<file path="src/rtl/fifo_sync_param.sv">
// Parametrised single-clock FIFO with occupancy status and per-cycle error flag.
// Define FIFO_STICKY_ERR_EN to add ovf_sticky/unf_sticky outputs that hold until reset.
module fifo_sync_param #(
  parameter int WIDTH        = 8,
  parameter int DEPTH        = 8,
  parameter int AFULL_THRESH = DEPTH - 2
) (
  input  logic                       clk,
  input  logic                       rst_n,
  input  logic                       wen,
  input  logic                       ren,
  input  logic [WIDTH-1:0]           din,
  output logic [WIDTH-1:0]           dout,
  output logic                       full,
  output logic                       empty,
  output logic                       almost_full,
  output logic [$clog2(DEPTH):0]     count,
  output logic                       error
`ifdef FIFO_STICKY_ERR_EN
  ,
  output logic                       ovf_sticky,
  output logic                       unf_sticky
`endif
);

  localparam int AW = $clog2(DEPTH);
  localparam logic [AW:0] FULL_CNT  = (AW+1)'(DEPTH);
  localparam logic [AW:0] AFULL_CNT = (AW+1)'(AFULL_THRESH);

  logic [WIDTH-1:0] mem [DEPTH];
  logic [AW-1:0]    wptr;
  logic [AW-1:0]    rptr;
  logic             rd_ok;
  logic             wr_ok;
  logic             ovf;
  logic             unf;

  always_comb begin
    full        = (count == FULL_CNT);
    empty       = (count == '0);
    almost_full = (count >= AFULL_CNT);
    rd_ok       = ren && !empty;
    // A read in the same cycle frees a slot, so a write to a full FIFO is still accepted.
    wr_ok       = wen && (!full || ren);
    unf         = ren && empty;
    ovf         = wen && full && !ren;
  end

  // Storage has no reset so it can map onto RAM.
  always_ff @(posedge clk) begin
    if (rst_n && wr_ok) begin
      mem[wptr] <= din;
    end
  end

  always_ff @(posedge clk) begin
    if (!rst_n) begin
      wptr  <= '0;
      rptr  <= '0;
      count <= '0;
      dout  <= '0;
      error <= 1'b0;
    end else begin
      error <= unf || ovf;
      if (wr_ok) begin
        wptr <= wptr + 1'b1;
      end
      if (rd_ok) begin
        dout <= mem[rptr];
        rptr <= rptr + 1'b1;
      end
      if (wr_ok && !rd_ok) begin
        count <= count + 1'b1;
      end else if (rd_ok && !wr_ok) begin
        count <= count - 1'b1;
      end
    end
  end

`ifdef FIFO_STICKY_ERR_EN
  always_ff @(posedge clk) begin
    if (!rst_n) begin
      ovf_sticky <= 1'b0;
      unf_sticky <= 1'b0;
    end else begin
      if (ovf) ovf_sticky <= 1'b1;
      if (unf) unf_sticky <= 1'b1;
    end
  end
`endif

endmodule

</file>
<file path="config.mk">
export PLATFORM = sky130hd
export DESIGN_NAME = fifo_sync_param
export DESIGN_NICKNAME = d
export VERILOG_FILES = /design/src/rtl/fifo_sync_param.sv
export SDC_FILE = /design/constraint.sdc
export NUM_CORES = 1
export LEC_CHECK = 0
export ABC_CLOCK_PERIOD_IN_PS = 2900
export CORE_MARGIN = 1.5
export CORE_UTILIZATION = 40
export DETAILED_ROUTE_END_ITERATION = 7
export GPL_ROUTABILITY_DRIVEN = 0
export SLEW_MARGIN = 5
export SYNTH_ARGS = -nofsm -noshare
export SYNTH_HDL_FRONTEND = slang
export SYNTH_SLANG_ARGS = --single-unit
</file>
<file path="constraint.sdc">
create_clock -name clk -period 2.9 [get_ports clk]
set_input_delay 0.29 -clock clk [delete_from_list [all_inputs] [get_ports clk]]
set_output_delay 0.29 -clock clk [all_outputs]
set_load 0.01 [all_outputs]
</file>
==> metrics.md <==
| Metric | Value |
|---|---|
| Status | finished clean |
| Hold Path Class | flip-flop to flip-flop |
| Vias in the first global route | 1801 |
| Diode count | 0 |
| Synthesized netlist cell count | 201 |
| Worst-Margin Slew | 0.797 ns |
| Mapped Area | 3360 um2 |
| Ys async rst share | 0% |
| Fmax | 373 MHz |
| Crit path DAT | 2.96 ns |
| Maxcap violations | 0 |
| Reg2reg end | count[3] |
| Register area share after synthesis | 68.5% |
| Min Hold Slack | 0.522 ns |
| 1st-iter DRT viols | 127 |
| Initial antenna violation count | 0 |
| Worst R2R Start | count[0] |
| DRC viols | 0 |
| Clock slew at reported path FFs | 0.08 ns |
| Final Hold Viols | 0 |
| Kind of end point of the critical path | flip-flop |
| Largest net degree at the start of global routing | 24 |
| Length in cells of the worst reg-to-reg path | 10 |
| Post-synth top area share | 57.2% |
| Share of layout cells above drive strength 1 | 13.8% |
| Clock buffer depth | 2 |
| Avg Vias per Cell | 5.20 |
| Area of the multi-input gates | 987 um2 |
| Reg area | 2300 um2 |
| Leak Pwr | 1.34 nW |
| # port buffers | 27 |
| H-tree depth | 3 |
| Die Ht | 94.6 um |
| First-pass GRT wire length | 9.79 mm |
| Power Density | 765 nW/um2 |
| Crit path capture | count[3] |
| Final cycle utilization of the critical path | 92.4% |
| Rows | 33 |
| Setup TNS | 0 ns |
| Worst Setup SP | count[0] |
| Initial Util | 41.1% |
| Endpoints failing setup | 0 |
| Core area | 8180 um2 |
| DP Worst Slack | 0.120 ns |
| Top cells by area, synth | edfxtp_1, dfxtp_1, mux4_1 |
| Nets | 260 |
| Synth cell count leaders | edfxtp_1, dfxtp_1, mux4_1, nand2_1, nor2_1 |
| Mapped Avg Cell Area | 16.7 um2 |
| Critical path class | flip-flop to flip-flop |
| Setup slack, reg-to-reg | 0.22 ns |
| Num CTS Buffers | 9 |
| Startpoint types | flip-flop |
| Setup repair bufs after CTS | 0 |
| Synth warn | 0 |
| Critical path fanouts, max | 7 |
| Post-cts resize count | 0 |
| Relative slew slack | 46.8% |
| Die X | 94.6 um |
| Die area | 8960 um2 |
| Antenna viol nets, final | 0 |
| Net count after synthesis | 219 |
| DR vias | 1831 |
| Final wirelength | 6.18 mm |
| Worst EP required | 3.19 ns |
| TritonRoute pass-1 iters | 4 |
| Wire length per cell | 17.5 um |
| Worst VDD drop | 0.460 mV |
| Post-layout util | 48.5% |
| Top FF cell, synth | edfxtp_1 |
| Layout area overhead | 18.0% |
| GRT Total Usage | 15.6% |
| Gr ovfl total | 0 |
| DP Wirelength | 3.76 mm |
| Post-synth top area cell | edfxtp_1 |
| Synth cell types | 34 |
| Fillcell total | 736 |
| CTS root buf | clkbuf_8 |
| CTS sink count | 83 |
| Flip-flop and latch count after synthesis | 83 |
| Clock latency on the worst-skew pair | 0.36 ns |
| Most common cell in the netlist | edfxtp_1 |
| CTS Hold Bufs | 0 |
| RSZ-0062 raised after global routing | no |
| Min Tclk post-route | 2.68 ns |
| Clock skew | 0.00733 ns |
| Post-synth EDFFs | 64 |
| IO Count | 28 |
| Max Slew Vio Count | 0 |
| CTS tree | yes |
| PnR worst setup slack | 0.222 ns |
[worst max-delay path: stages (launching register included)]
cell      delay, ns
dfxtp_1        0.40
or3_4          0.47
o21ai_4        0.27
inv_1          0.12
ha_1           0.20
inv_1          0.13
ha_1           0.29
a21oi_1        0.22
a211oi_1       0.11
a31oi_1        0.19
mux2i_1        0.20
[through the flow]
stage / power, mW / instances / cell area, um2
6_report: 3.03 / 352 / 3960
5_1_grt: 3.20 / 352 / 3960
4_1_cts: 3.07 / 352 / 3960
3_5_place_dp: 2.36 / 336 / 3800
3_3_place_gp: 2.35 / 336 / 3800
2_1_floorplan: 2.07 / 201 / 3360
[cell type report]
cell class / instances / share of cell area, %
Tap cell: 105 / 3.31
Timing Repair Buffer: 39 / 9.09
Clock buffer: 11 / 3.31
Multi-Input combinational cell: 104 / 24.9
Inverter: 5 / 0.473
Clock inverter: 5 / 0.821
Sequential cell: 83 / 58.1
[state kept, by name (all words and copies together) (netlist names)]
signal	flops
mem	64
wptr	3
rptr	3
error	1
count	4
dout	8
[layer usage]
| metal | wire [um] | part of all wire [%] | GRT usage [%] | up-vias |
|---|---|---|---|---|
| met5 | 0 | 0 | 0 | - |
| met4 | 92 | 1.5 | 6.09 | 0 |
| met3 | 280 | 4.5 | 4.91 | 10 |
| met2 | 3000 | 49 | 24.0 | 36 |
| met1 | 2800 | 45 | 20.6 | 919 |
| li1 | - | - | - | 866 |
[how the worst min path moves through the flow]
stage | startpoint | endpoint | slack, ns | cells past startpoint
CTS | dout[5] | dout[5] | 0.52 | 2
global route | dout[4] | dout[4] | 0.56 | 2
detailed placement | dout[2] | dout[2] | 0.50 | 2
floorplan | din[0] | mem[0][0] | 0.39 | 0
global placement | dout[3] | dout[3] | 0.50 | 2
finish | dout[2] | dout[2] | 0.52 | 2
[cell families (layout without fill, tap and decap cells)]
| group | count (synthesis) | count (layout) | share of synthesized area, % |
|---|---|---|---|
| and+or+nand+nor | 48 | 48 | 6.89 |
| xor gates and xnor gates | 6 | 6 | 1.56 |
| AOI/OAI and AO/OA | 26 | 26 | 5.21 |
| DFF | 83 | 83 | 68.5 |
| buffers and inverters | 14 | 60 | 2.46 |
| adders and majority gates | 6 | 6 | 2.46 |
| muxes | 18 | 18 | 12.9 |
[report_power, final]
| group | internal (mW) | switching [mW] |
|---|---|---|
| Clock | 0.308 | 0.398 |
| Combinational | 0.463 | 0.385 |
| Sequential | 1.38 | 0.0947 |
[cell usage in the layout, fill, tap and decap left out, types with 2 or more instances in the layout]
master	Yosys	routed
a21oi_1	2	2
and2_1	6	6
buf_4	2	12
clkbuf_1	4	2
clkbuf_8	0	9
clkdlybuf4s50_1	0	27
clkinvlp_4	0	2
dfxtp_1	19	19
edfxtp_1	64	64
ha_1	5	5
inv_1	5	5
mux2i_1	2	2
mux4_1	14	14
mux4_2	2	2
nand2_1	14	14
nand2b_1	2	2
nand3_1	2	2
nor2_1	14	14
nor3_1	4	4
nor4_2	0	2
o21ai_0	9	9
o22ai_1	8	8
xnor2_1	5	5
No activity file was read; power rests on OpenSTA's default activity.
